$ cat config.mk
export PLATFORM = sky130hd
export DESIGN_NAME = sdio_wb_arbiter
export DESIGN_NICKNAME = d
export VERILOG_FILES = /design/src/rtl/sdio_wb_pkg.sv /design/src/rtl/sdio_wb_watchdog.sv /design/src/rtl/sdio_wb_arbiter.sv
export SDC_FILE = /design/constraint.sdc
export NUM_CORES = 1
export LEC_CHECK = 0
export CORE_AREA = 2 2 125 127
export CTS_CLUSTER_DIAMETER = 50
export DETAILED_ROUTE_END_ITERATION = 10
export DIE_AREA = 0 0 127 129
export PLACE_DENSITY = 0.64
export SKIP_CTS_REPAIR_TIMING = 1
export SLEW_MARGIN = 20
export SYNTH_ARGS = -nofsm -noshare
export SYNTH_HDL_FRONTEND = slang
export SYNTH_SLANG_ARGS = --single-unit
$ cat constraint.sdc
create_clock -name clk -period 2 [get_ports clk]
set_input_delay 0.4 -clock clk [delete_from_list [all_inputs] [get_ports clk]]
set_output_delay 0.4 -clock clk [all_outputs]
set_load 0.01 [all_outputs]
$ cat src/rtl/sdio_wb_pkg.sv
// Shared types and field widths for the SDIO Wishbone arbiter slice.
package sdio_wb_pkg;
  localparam int CTI_W = 3;
  localparam int BTE_W = 2;

  typedef enum logic [1:0] {
    IDLE = 2'd0,
    GNT0 = 2'd1,
    GNT1 = 2'd2
  } arb_state_t;
endpackage

$ cat src/rtl/sdio_wb_watchdog.sv
// Stall watchdog: counts strobe cycles without termination and pulses fire on the last one.
module sdio_wb_watchdog #(
  parameter int TIMEOUT = 255
) (
  input  logic clk,
  input  logic rst,
  input  logic stb,
  input  logic term,
  output logic fire
);
  localparam int CW = $clog2(TIMEOUT);
  localparam logic [CW-1:0] LIMIT = CW'(TIMEOUT - 1);

  logic [CW-1:0] count;

  // A slave termination in the fire cycle wins, so term masks fire.
  assign fire = stb && !term && (count == LIMIT);

  always_ff @(posedge clk or posedge rst) begin
    if (rst) begin
      count <= '0;
    end else if (!stb || term || fire) begin
      count <= '0;
    end else begin
      count <= count + 1'b1;
    end
  end
endmodule

$ cat src/rtl/sdio_wb_arbiter.sv
// Two-master Wishbone B4 classic arbiter in front of the SDIO slave port.
// Round-robin grant held for a full cyc tenure; the watchdog ends stalled cycles with err.
module sdio_wb_arbiter
  import sdio_wb_pkg::*;
#(
  parameter int ADDR_WIDTH = 32,
  parameter int DATA_WIDTH = 32,
  parameter int TIMEOUT    = 255
) (
  input  logic                  clk,
  input  logic                  rst,
  input  logic                  m0_cyc_m2s,
  input  logic                  m0_stb_m2s,
  input  logic                  m0_we_m2s,
  input  logic [ADDR_WIDTH-1:0] m0_adr_m2s,
  input  logic [DATA_WIDTH-1:0] m0_dat_m2s,
  input  logic [CTI_W-1:0]      m0_cti_m2s,
  input  logic [BTE_W-1:0]      m0_bte_m2s,
  output logic                  m0_ack_s2m,
  output logic                  m0_err_s2m,
  output logic                  m0_rty_s2m,
  output logic [DATA_WIDTH-1:0] m0_dat_s2m,
  input  logic                  m1_cyc_m2s,
  input  logic                  m1_stb_m2s,
  input  logic                  m1_we_m2s,
  input  logic [ADDR_WIDTH-1:0] m1_adr_m2s,
  input  logic [DATA_WIDTH-1:0] m1_dat_m2s,
  input  logic [CTI_W-1:0]      m1_cti_m2s,
  input  logic [BTE_W-1:0]      m1_bte_m2s,
  output logic                  m1_ack_s2m,
  output logic                  m1_err_s2m,
  output logic                  m1_rty_s2m,
  output logic [DATA_WIDTH-1:0] m1_dat_s2m,
  output logic                  s_cyc_m2s,
  output logic                  s_stb_m2s,
  output logic                  s_we_m2s,
  output logic [ADDR_WIDTH-1:0] s_adr_m2s,
  output logic [DATA_WIDTH-1:0] s_dat_m2s,
  output logic [CTI_W-1:0]      s_cti_m2s,
  output logic [BTE_W-1:0]      s_bte_m2s,
  input  logic                  s_ack_s2m,
  input  logic                  s_err_s2m,
  input  logic                  s_rty_s2m,
  input  logic [DATA_WIDTH-1:0] s_dat_s2m,
  output logic [1:0]            gnt,
  output logic                  timeout_evt
);
  arb_state_t state, state_next;
  logic       last;
  logic       stb_raw;
  logic       s_term;
  logic       wd_fire;

  always_ff @(posedge clk or posedge rst) begin
    if (rst) begin
      state <= IDLE;
      last  <= 1'b1;
    end else begin
      state <= state_next;
      if (state_next == GNT0) last <= 1'b0;
      else if (state_next == GNT1) last <= 1'b1;
    end
  end

  // Grant is locked while the owner keeps cyc high; on release the other
  // requester takes over directly, with no idle cycle in between.
  always_comb begin
    state_next = state;
    unique case (state)
      IDLE: begin
        if (m0_cyc_m2s && m1_cyc_m2s) state_next = last ? GNT0 : GNT1;
        else if (m0_cyc_m2s)          state_next = GNT0;
        else if (m1_cyc_m2s)          state_next = GNT1;
      end
      GNT0: begin
        if (!m0_cyc_m2s) state_next = m1_cyc_m2s ? GNT1 : IDLE;
      end
      GNT1: begin
        if (!m1_cyc_m2s) state_next = m0_cyc_m2s ? GNT0 : IDLE;
      end
      default: state_next = IDLE;
    endcase
  end

  // Wishbone handshake: a beat is offered while cyc & stb are high and
  // completes in the cycle the slave returns exactly one of ack/err/rty.
  assign stb_raw = (state == GNT0) ? m0_stb_m2s :
                   (state == GNT1) ? m1_stb_m2s : 1'b0;
  assign s_term  = s_ack_s2m | s_err_s2m | s_rty_s2m;

  sdio_wb_watchdog #(.TIMEOUT(TIMEOUT)) u_watchdog (
    .clk  (clk),
    .rst  (rst),
    .stb  (stb_raw),
    .term (s_term),
    .fire (wd_fire)
  );

  always_comb begin
    s_cyc_m2s  = 1'b0;
    s_we_m2s   = 1'b0;
    s_adr_m2s  = '0;
    s_dat_m2s  = '0;
    s_cti_m2s  = '0;
    s_bte_m2s  = '0;
    m0_ack_s2m = 1'b0;
    m0_err_s2m = 1'b0;
    m0_rty_s2m = 1'b0;
    m1_ack_s2m = 1'b0;
    m1_err_s2m = 1'b0;
    m1_rty_s2m = 1'b0;
    gnt        = 2'b00;
    unique case (state)
      GNT0: begin
        s_cyc_m2s  = m0_cyc_m2s;
        s_we_m2s   = m0_we_m2s;
        s_adr_m2s  = m0_adr_m2s;
        s_dat_m2s  = m0_dat_m2s;
        s_cti_m2s  = m0_cti_m2s;
        s_bte_m2s  = m0_bte_m2s;
        m0_ack_s2m = s_ack_s2m;
        m0_err_s2m = s_err_s2m | wd_fire;
        m0_rty_s2m = s_rty_s2m;
        gnt        = 2'b01;
      end
      GNT1: begin
        s_cyc_m2s  = m1_cyc_m2s;
        s_we_m2s   = m1_we_m2s;
        s_adr_m2s  = m1_adr_m2s;
        s_dat_m2s  = m1_dat_m2s;
        s_cti_m2s  = m1_cti_m2s;
        s_bte_m2s  = m1_bte_m2s;
        m1_ack_s2m = s_ack_s2m;
        m1_err_s2m = s_err_s2m | wd_fire;
        m1_rty_s2m = s_rty_s2m;
        gnt        = 2'b10;
      end
      default: ;
    endcase
  end

  assign s_stb_m2s   = stb_raw & ~wd_fire;
  assign timeout_evt = wd_fire;
  assign m0_dat_s2m  = s_dat_s2m;
  assign m1_dat_s2m  = s_dat_s2m;
endmodule

==> impl_metrics.json <==
{
  "status": "complete, but fails checks",
  "violations": "setup timing",
  "drt_wl_total_um": 14600,
  "rows": 45,
  "async_flop_share_pct": 100,
  "port-buffer-count": 229,
  "synth_top_cells_by_area": "a22oi_1 (23%), buf_4 (21%), nor2b_1 (20%)",
  "first_pass_iters": 4,
  "cp.arrival_ps": 1790,
  "grt_usage_pct": 10.9,
  "grt_pass1_wl_um": 14400,
  "worst_slew_pin_slew_ps": 414,
  "rrSetupSlack_ps": -170,
  "cts-root-buf": "clkbuf_16",
  "synth_edf_count": 0,
  "dpl_cell_area_mm2": 0.00451,
  "hold_class": "in2async",
  "final_util_pct": 38.8,
  "drv_cap": 0,
  "gp_congestion": 0.810,
  "gr-total-overflow": 0,
  "cp-end-kind": "primary output",
  "die_y_um": 129,
  "initial_core_util_pct": 15.5,
  "cts.sinks": 11,
  "worst_slack_ps": -186,
  "synth_top_area_share_pct": 23.0,
  "cts_tree": "built",
  "finish.net_count": 716,
  "antenna_found_initial": 0,
  "via_per_inst": 4.46,
  "path_class": "reg2out",
  "grt_max_degree": 45,
  "worstPathMaxFanout": 6,
  "fin_crit_ps": 2190,
  "yosysTopAreaCell": "a22oi_1",
  "setup_violations": 76,
  "syn_area_per_cell_um2": 7.42,
  "fmax_ghz": 0.458,
  "yosys_warnings": 0,
  "fin_crit_sh_pct": 109,
  "leakagePower_nw": 2.39,
  "cts_buffers": 3,
  "final_hold_viol_count": 0,
  "clockBufferDepth": 2,
  "clock_skew_ps": 4.65,
  "required_ps": 1600,
  "placed_cells": 664,
  "postLayoutCellArea_mm2": 0.00582,
  "io_pins": 326,
  "post-synth-top-count-cell": "nor2b_1",
  "slew_headroom_pct": 72.4,
  "wl_per_cell_um": 20.5,
  "synth_flop_cell": "dfrtp_1",
  "synthToLayoutAreaGrowth_pct": 151,
  "synth_common_cells": "nor2b_1 (73), a22oi_1 (71), buf_4 (64)",
  "grt_pass1_vias": 2752,
  "vias": 3182,
  "dp_hpwl_um": 8370,
  "cts_max_level": 1,
  "drive_gt1_share_pct": 49.0,
  "drt_iter0_drc": 91,
  "path_clk_slew_ps": 40,
  "n_antenna_cell": 0,
  "syn_inst": 312,
  "die_area_mm2": 0.0164,
  "die_x_um": 127,
  "crit_top_cell": "buf_6",
  "rsz0062_at_grt": "true",
  "ys_types": 32,
  "ir_worst_vdd_uv": 486,
  "synthesis.area_mm2": 0.00231,
  "synth_seq_cells": 11,
  "ant_nets": 0,
  "reg2regPathDepth": 10,
  "yosysSeqAreaShare_pct": 11.9,
  "core_area_mm2": 0.0150,
  "slowest_stage": "dfrtp_1",
  "drc": 0,
  "max_stage_delay_ps": 400,
  "clk_latency_ps": 240,
  "start_kind": "flip-flop",
  "layout.cells.non_filler": 713,
  "slew_viol_final": 0,
  "synthesis.nets": 502,
  "crit_path_cell_trace": "buf_6, ha_4, buf_6, buf_12, buf_6, buf_6, a22oi_2, nor2b_2, buf_2",
  "p_per_area_mw_per_mm2": 1380
}
## report_power, final
group / switching, mW / total (mW) / internal [mW]
Sequential: 0.0234 / 0.281 / 0.257
Clock: 0.0946 / 0.362 / 0.267
Combinational: 3.06 / 7.38 / 4.32
Total: 3.18 / 8.02 / 4.84
## critical path: cells and delay by family (launching register included)
family | cells | cell delay [ps]
fa+ha+maj | 1 | 170
flops | 1 | 400
buf+inv | 6 | 760
simple gates | 1 | 70
compound gates | 1 | 150
## sequential cells by signal, indices dropped and copies added, names as in the netlist
register,flops
u_watchdog.count,8
state,2
last,1
## worst paths after layout
path | start | to
max | state[1] | s_dat_m2s[22]
min | rst | u_watchdog.count[5]
max reg2reg | state[1] | last
min reg2reg | last | last
max in group asynchronous | rst | last
min in group clk | last | last
## layout by cell type, fill, tap and decap left out, drive strengths merged, types with 2 or more instances in the layout
master         netlist  final
dfrtp               10     10
nand3                4      4
nor2b               73     73
nor2                11     11
inv                  6      6
clkdlybuf4s50        0    149
or2                  2      2
a22oi               71     71
ha                   9      9
nand2                5      5
dlymetal6s2s         0      5
nand3b               3      3
o21ai                3      3
a21boi               2      2
xor2                 3      3
a21oi                6      6
and2                 6      6
buf                 76    128
clkbuf              11     18
## metrics by stage
step                      power, mW  setup TNS (ps)  hold slack [ps]  worst slack (ps)
final                          8.02           -8770              465              -186
after floorplan                2.37               0              252               147
after detailed placement       4.34          -18550              476              -545
after global routing           8.45          -13450              495              -252
after CTS                      4.75          -38640              488              -604
after global placement         4.31          -16100              462              -442
## area by class of cell
class	count	area [um2]
Inverter	6	22.5
Sequential cell	11	277
Timing Repair Buffer	296	3140
Multi-Input combinational cell	208	2060
Clock buffer	4	78.8
Fill cell	1489	9160
Tap cell	188	235
## per-layer routing
metal / share of wire [%] / track usage (%)
met4: 1.8 / 2.46
met1: 38 / 12.5
met5: 0 / 0
met3: 7.9 / 2.99
met2: 53 / 20.1
## kinds of logic after synthesis
| kind of cell | count (synthesis) | share of synthesized area, % |
|---|---|---|
| AND/OR/NAND/NOR | 107 | 27.2 |
| buffers and inverters | 93 | 26.1 |
| AO/OA/AOI/OAI | 87 | 28.0 |
| flip-flops | 11 | 11.9 |
| adder cells (fa/ha/maj) | 9 | 4.86 |
| XOR/XNOR | 4 | 1.51 |
| multiplexers | 1 | 0.432 |
Note: power is estimated with default switching activity, not from simulation.
